File: src/rtl/bp_pkg.sv
// Shared types, constants and address-split helpers for the branch target buffer.
// The table geometry here sets the defaults used by branch_predictor_table.
package bp_pkg;

  localparam int BP_ENTRIES = 16;
  localparam int BP_PC_W    = 32;
  localparam int BP_IDX_W   = $clog2(BP_ENTRIES);
  localparam int BP_PC_OFS  = 2;
  localparam int BP_TAG_W   = BP_PC_W - BP_IDX_W - BP_PC_OFS;
  localparam int BP_STAT_W  = 16;

  typedef struct packed {
    logic                valid;
    logic [BP_TAG_W-1:0] tag;
    logic [BP_PC_W-1:0]  target;
    logic                pred;
  } bp_entry_t;

  // pc[1:0] never participates: instructions are word aligned.
  function automatic logic [BP_IDX_W-1:0] bp_idx(input logic [BP_PC_W-1:0] pc);
    return pc[BP_PC_OFS +: BP_IDX_W];
  endfunction

  function automatic logic [BP_TAG_W-1:0] bp_tag(input logic [BP_PC_W-1:0] pc);
    return pc[BP_PC_W-1 -: BP_TAG_W];
  endfunction

endpackage

File: src/rtl/bp_sat_counter.sv
// Saturating up-counter with synchronous active-low clear; sticks at all-ones.
module bp_sat_counter #(
  parameter int W = 16
) (
  input  logic         i_clk,
  input  logic         i_rst_n,
  input  logic         i_inc,
  output logic [W-1:0] o_count
);

  logic [W-1:0] r_count;

  always_ff @(posedge i_clk) begin
    if (!i_rst_n) begin
      r_count <= '0;
    end else if (i_inc && (r_count != '1)) begin
      r_count <= r_count + {{(W-1){1'b0}}, 1'b1};
    end
  end

  assign o_count = r_count;

endmodule

File: src/rtl/branch_predictor_table.sv
// Direct-mapped BTB with 1-bit prediction, combinational IF lookup and stage-2 copies.
// Define BP_STATS_EN to add saturating hit/flush statistics outputs.
module branch_predictor_table
  import bp_pkg::*;
#(
  parameter int ENTRIES = BP_ENTRIES,
  parameter int PC_W    = BP_PC_W
) (
  input  logic            i_clk,
  input  logic            i_rst_n,
  input  logic [PC_W-1:0] i_pc_if,
  input  logic            i_stall,
  input  logic            i_flush_s1,
  input  logic            i_wr_target,
  input  logic            i_wr_pred,
  input  logic            i_taken,
  input  logic [PC_W-1:0] i_branch_target,
  output logic            o_hit,
  output logic            o_pred,
  output logic [PC_W-1:0] o_target_pred,
  output logic            o_hit_d,
  output logic            o_pred_d,
  output logic [PC_W-1:0] o_pc_d
`ifdef BP_STATS_EN
  ,
  output logic [BP_STAT_W-1:0] o_stat_hits,
  output logic [BP_STAT_W-1:0] o_stat_flushes
`endif
);

  localparam int IDX_W = $clog2(ENTRIES);

  bp_entry_t r_table [ENTRIES];

  logic            r_hit_d;
  logic            r_pred_d;
  logic [PC_W-1:0] r_pc_d;

  logic [IDX_W-1:0]    w_rd_idx;
  logic [BP_TAG_W-1:0] w_rd_tag;
  bp_entry_t           w_rd_entry;
  logic                w_hit;

  logic [IDX_W-1:0]    w_wr_idx;
  logic [BP_TAG_W-1:0] w_wr_tag;
  bp_entry_t           w_wr_entry;
  logic                w_wr_match;

  assign w_rd_idx   = bp_idx(i_pc_if);
  assign w_rd_tag   = bp_tag(i_pc_if);
  assign w_rd_entry = r_table[w_rd_idx];
  assign w_hit      = w_rd_entry.valid && (w_rd_entry.tag == w_rd_tag);

  assign o_hit         = w_hit;
  assign o_pred        = w_hit ? w_rd_entry.pred : 1'b0;
  assign o_target_pred = w_hit ? w_rd_entry.target : '0;

  assign w_wr_idx   = bp_idx(r_pc_d);
  assign w_wr_tag   = bp_tag(r_pc_d);
  assign w_wr_entry = r_table[w_wr_idx];
  assign w_wr_match = w_wr_entry.valid && (w_wr_entry.tag == w_wr_tag);

  // Only valid bits are reset; a reset edge also drops any write presented with it.
  always_ff @(posedge i_clk) begin
    if (!i_rst_n) begin
      for (int i = 0; i < ENTRIES; i++) begin
        r_table[i].valid <= 1'b0;
      end
    end else if (i_wr_target) begin
      r_table[w_wr_idx] <= '{valid: 1'b1, tag: w_wr_tag, target: i_branch_target, pred: i_taken};
    end else if (i_wr_pred && w_wr_match) begin
      r_table[w_wr_idx].pred <= i_taken;
    end
  end

  always_ff @(posedge i_clk) begin
    if (!i_rst_n) begin
      r_hit_d  <= 1'b0;
      r_pred_d <= 1'b0;
      r_pc_d   <= '0;
    end else if (i_flush_s1) begin
      r_hit_d  <= 1'b0;
      r_pred_d <= 1'b0;
    end else if (!i_stall) begin
      r_hit_d  <= w_hit;
      r_pred_d <= o_pred;
      r_pc_d   <= i_pc_if;
    end
  end

  assign o_hit_d  = r_hit_d;
  assign o_pred_d = r_pred_d;
  assign o_pc_d   = r_pc_d;

`ifdef BP_STATS_EN
  bp_sat_counter #(.W(BP_STAT_W)) u_stat_hits (
    .i_clk   (i_clk),
    .i_rst_n (i_rst_n),
    .i_inc   (w_hit && !i_stall),
    .o_count (o_stat_hits)
  );

  bp_sat_counter #(.W(BP_STAT_W)) u_stat_flushes (
    .i_clk   (i_clk),
    .i_rst_n (i_rst_n),
    .i_inc   (i_flush_s1),
    .o_count (o_stat_flushes)
  );
`endif

endmodule

File: config.mk
export PLATFORM = sky130hd
export DESIGN_NAME = branch_predictor_table
export DESIGN_NICKNAME = d
export VERILOG_FILES = /design/src/rtl/bp_pkg.sv /design/src/rtl/bp_sat_counter.sv /design/src/rtl/branch_predictor_table.sv
export SDC_FILE = /design/constraint.sdc
export NUM_CORES = 1
export LEC_CHECK = 0
export CORE_ASPECT_RATIO = 0.9
export CORE_MARGIN = 10
export CORE_UTILIZATION = 45
export CTS_BUF_LIST = sky130_fd_sc_hd__clkbuf_8 sky130_fd_sc_hd__clkbuf_16
export DETAILED_ROUTE_END_ITERATION = 16
export DONT_BUFFER_PORTS = 1
export HOLD_SLACK_MARGIN = 0.15
export SYNTH_ARGS = -nofsm -noshare
export SYNTH_HDL_FRONTEND = slang
export SYNTH_SLANG_ARGS = --single-unit
File: constraint.sdc
create_clock -name i_clk -period 9.1 [get_ports i_clk]
set_input_delay 1.365 -clock i_clk [delete_from_list [all_inputs] [get_ports i_clk]]
set_output_delay 1.365 -clock i_clk [all_outputs]
set_load 0.03 [all_outputs]
## Word level (Yosys, flattened, before mapping)

Memories as Yosys holds them, arrays and structs flattened. A register that Yosys moved wholly into a read port is not among the register bits.
Index checks and enable logic that the tools add are counted.

- Bits in registers: 34
- Memory bits (writable): 960
- Input port bits: 71
- Memories kept: 1

- Equal/unequal tests: 2
- Multiplexer cells: 16
- Bitwise gates (word level): 4
- Reductions and logical operators: 6

Memory list:

| memory | depth | width | rd ports | clocked after Yosys merged registers in | write ports | line | text |
|---|---|---|---|---|---|---|---|
| r_table | 16 | 60 | 2 | 1 | 16 | branch_predictor_table.sv:33 | `bp_entry_t r_table [ENTRIES];` |

Operators by type and width:

| operator | number |
|---|---|
| 60-bit two-way mux | 1 |
| 60-bit OR reduction | 1 |
| 26-bit == test | 2 |
| 32-bit two-way mux | 1 |
| 4-bit two-way mux | 3 |
| 1-bit two-way mux | 10 |
| 1-bit logical AND | 3 |
| 3-bit two-way mux | 1 |
| 1-bit NOT | 3 |
| 2-bit AND reduction | 1 |
| 2-bit OR reduction | 1 |
| 1-bit OR | 1 |

## Logic depth before layout (Yosys ltp)

- Depth after elaboration: 10
- Mapped depth: 14
- Mapped depth without buffers: 9

## Worst setup path before layout

OpenSTA, ideal clock, no wires.

- Path type: input to output
- Start: in i_pc_if[2]
- End: out o_target_pred[22]
- Data arrival time: 4.169 ns
- Required time: 7.735 ns
- Slack: 3.566 ns
- Stages on the path: 13
- Cells stage by stage: buf_4 > buf_6 > buf_6 > mux4_2 > xnor2_1 > nor3_1 > nor4_1 > o2111ai_1 > nor4_1 > nand3_1 > inv_2 > buf_2 > and2_1

- Word-level cells in the longest chain between the ends: 4

Ends and longest elaborated chain:

| element | line | text |
|---|---|---|
| start, declared | branch_predictor_table.sv:11 | `input logic [PC_W-1:0] i_pc_if,` |
| memory 16 x 60 bit * | -- |  |
| 26-bit == test | branch_predictor_table.sv:52 | `assign w_hit = w_rd_entry.valid && (w_rd_entry.tag == w_rd_tag);` |
| 1-bit logical AND * | branch_predictor_table.sv:52 |  |
| named net o_hit | branch_predictor_table.sv:18 | `output logic o_hit,` |
| 32-bit two-way mux * | branch_predictor_table.sv:56 | `assign o_target_pred = w_hit ? w_rd_entry.target : '0;` |
| end, declared | branch_predictor_table.sv:20 | `output logic [PC_W-1:0] o_target_pred,` |

The timed path passes the listed nets; every way through them passes the cells marked *.

## Worst setup path after layout

- Start: in i_pc_if[2]
- End: out o_target_pred[4]

The elaborated chain is that of the path after synthesis.

==> metrics.md <==
| Metric | Value |
|---|---|
| CP dominant cell by count | `mux2i_1` |
| Core Rows | `106` |
| Placeable core region | `93240 sq um` |
| Post-synthesis net count | `2210` |
| Remaining DRCs | `0` |
| Delay of the slowest cell on the worst path | `0.88 ns` |
| First-pass DRT Iterations | `5` |
| Fraction of power consumed by sequential logic | `0.517` |
| Antenna diode count | `0` |
| Number of flip-flops and latches in the synthesized netlist | `998` |
| Worst ir drop on vdd | `0.1623 mV` |
| Initial standard-cell utilization of the core | `0.4557` |
| Source-to-sink clock delay at the later pin of the worst-skew pair | `0.70 ns` |
| Worst setup path category | `primary input to output port` |
| Quantity of gates resized following cts | `0` |
| Clock Tree Buf Depth | `3` |
| Post-synthesis cell type with the largest combined area | `edfxtp_1` |
| Clk slew on worst S/H paths | `0.06 ns` |
| Worst Hold Class | `flop to flop` |
| Total leakage power | `15.33 nW` |
| Average via count per standard cell | `6.288` |
| Number of design-rule violations left by the first detailed-router iteration | `2138` |
| Min cycle time layout | `6.976 ns` |
| Arrival time worst endpoint | `5.61 ns` |
| Library cell used as clock root buffer | `clkbuf_16` |
| CTS tree | `yes` |
| RD Place Congestion | `0.8230` |
| Number of violations of the max-capacitance limit | `0` |
| Clock share of power | `0.437` |
| Switching Fraction | `0.2097` |
| Post-DR wirelength/cell | `32.67 um` |
| Width of the die | `343.9 um` |
| Net switching power | `0.002069 W` |
| Slew at the pin closest to its max-slew limit | `1.167 ns` |
| Via count of the first global-routing pass | `22569` |
| Worst-path cell with the longest stage delay | `inv_1` |
| Worst path top cell family by delay | `buffers and inverters` |
| CP Launch Type | `primary input` |
| Chain of cells forming the critical path | `inv_1 -> mux2i_1 -> mux2i_1 -> xor2_1 -> a2111o_1 -> nor4_1 -> nand3_1 -> inv_2 -> and2_1` |
| Sum of buffers and inverters on the critical path | `2` |
| Overflow left after global routing | `0` |
| Top-area cell type share of the netlist area | `0.6672` |
| Setup repair after global routing missed its margin | `no` |
| Combinational cell fraction of total power | `0.046` |
| Global-route wire length before repair | `163400 um` |
| Netlist Area Pre-Place | `42490 sq um` |
| Seq/Total Area, Yosys | `0.6926` |
| Area of the die | `107100 sq um` |
| Number of enable flip-flop cells after synthesis | `944` |
| Tot GR Track Use | `0.2103` |
| Number of hold buffers added after cts | `0` |
| Worst relative slew slack | `0.2221` |
| Layout Nets | `2227` |
| Number of max-slew violations in the final report | `0` |
| Top area cells in the synthesized netlist | `edfxtp_1 67%, mux4_2 18%, dfxtp_1 2.5%` |
| H-tree level count | `3` |
| Total number of clock tree sinks | `998` |
| Half-perimeter wire length after detailed placement | `61320 um` |
| FMAX | `143.3 MHz` |
| Minimum setup slack among reg-to-reg paths | `4.08 ns` |
| Post-synthesis cell count | `2139` |
| Number of post-CTS setup repair buffers | `0` |
| Overall die height | `311.5 um` |
| Area Overhead vs Synth | `11.50%` |
| Required @ worst endpoint | `7.74 ns` |
| Clock tree skew after final layout | `0.04504 ns` |
| Total Wirelength | `113900 um` |
| Outcome | `complete, no violations` |
| Count of synthesis-stage warnings from yosys | `0` |
| Share of flip-flops with an asynchronous set or reset after synthesis | `0` |
| Synth Area per Inst | `19.86 sq um` |
| Internal power | `0.007796 W` |
| Setup-violating endpoint count in the final report | `0` |
| Aggregate negative setup slack | `0 ns` |
| Top fanout value on the critical path | `221` |
| Maximum number of pins on one net before global-route repair | `229` |
| Final worst hold slack | `0.4830 ns` |
| Dominant register cell in the synthesized netlist | `edfxtp_1` |
| Total count of hold-check failures in the final report | `0` |
| IO Count | `139` |
| Fraction of final layout cells sized beyond drive strength 1 | `0.2683` |
| Share of the clock period used by the worst path after layout | `0.7666` |
| Initial antenna violation count | `4` |
| CP Capture Type | `output port` |
| Number of I/O port buffers | `0` |
| Distinct cell type count of the synthesized netlist | `61` |
| Count of antenna-violating nets left after detailed routing | `0` |
| TritonCTS Buffers | `102` |
| Total via count after detailed routing | `21919` |
| Power density over the cells | `208.2 nW/um^2` |
[routing by layer]
layer | routed length [um] | global-route usage | share of wire
met2 | 54490 | 0.3325 | 0.48
met4 | 2795 | 0.05764 | 0.025
met3 | 9757 | 0.05186 | 0.086
met5 | 13 | 0 | 0.00011
met1 | 46820 | 0.2893 | 0.41
[layout by cell type, fill, tap and decap left out, types with 33 or more instances in the layout]
cell type	Yosys	layout
and2_1	39	39
nor2_1	51	34
mux4_2	347	347
mux2i_1	103	103
nand2_1	109	109
buf_4	15	49
clkbuf_16	0	103
xor2_1	34	34
edfxtp_1	944	944
dfxtp_1	54	50
inv_1	9	35
a21boi_0	33	33
[cell families after synthesis]
family | after synthesis | share of synthesized area
flops | 998 | 0.6926
mux | 463 | 0.2117
simple gates | 296 | 0.03516
compound gates | 175 | 0.03089
buf+inv | 146 | 0.01708
xor+xnor | 61 | 0.01257
[cell type report]
| class | instances | area (sq um) |
|---|---|---|
| clock buffer | 109 | 2660 |
| inverter | 10 | 40.04 |
| fill | 7360 | 45860 |
| timing repair buffer | 49 | 367.9 |
| sequential | 998 | 29440 |
| multi-input combinational | 995 | 12460 |
| clock inverter | 83 | 853.3 |
| tap | 1242 | 1554 |
[path summary, 6_finish.rpt]
kind | start | end | cells past startpoint
worst max-delay path | i_pc_if[2] | o_target_pred[4] | 9
worst min register to register | r_table[4][59] | r_table[4][59] | 1
worst max register to register | flop | r_table[12][0] | 9
worst min-delay path | r_table[4][59] | r_table[4][59] | 1
[sequential cells by signal (all words and copies together), names as in the netlist, named ones only]
signal / count
o_hit_d: 1
o_pc_d: 32
o_pred_d: 1
r_table: 960
[stage by stage]
| step | worst slack (ns) | util | total power, W | instance area (sq um) | std cells |
|---|---|---|---|---|---|
| floorplan | 3.566 | - | 0.005567 | 42490 | 2139 |
| global placement | 2.317 | 0.4704 | 0.005646 | 43860 | 3294 |
| detailed placement | 2.281 | 0.4704 | 0.005652 | 43860 | 3294 |
| CTS | 2.286 | 0.5081 | 0.009943 | 47370 | 3486 |
| global route | 2.016 | 0.5081 | 0.01016 | 47370 | 3486 |
| finish | 2.124 | 0.5081 | 0.009865 | 47370 | 3486 |
[synth_stat cells, types with 8 or more instances]
master      n
a21o_1     17
mux4_2    347
nor3_1     14
xor2_1     34
buf_4      15
xnor2_1    27
mux2_2     11
nor2_1     51
o21ai_0    16
nor4_1      8
a22o_1      8
a21boi_0   33
nor2b_1    13
o22ai_1    14
clkbuf_1   57
buf_1      12
nand2_1   109
o211ai_1    9
nor3_2      9
a21oi_1    11
nand2b_1   12
and2_1     39
edfxtp_1  944
buf_6       9
inv_1       9
buf_2      43
dfxtp_1    54
mux2i_1   103
a221oi_1   22
a22oi_1    15
nand3_1    11
[power groups by stage]
stage	Combinational, W	Clock [W]	Sequential, W
2_1_floorplan	0.000381	0	0.00519
3_3_place_gp	0.000452	0	0.00519
3_5_place_dp	0.000453	0	0.00520
4_1_cts	0.000455	0.00439	0.00510
5_1_grt	0.000478	0.00458	0.00510
6_report	0.000455	0.00431	0.00510
(Power assumes the default switching activity.)
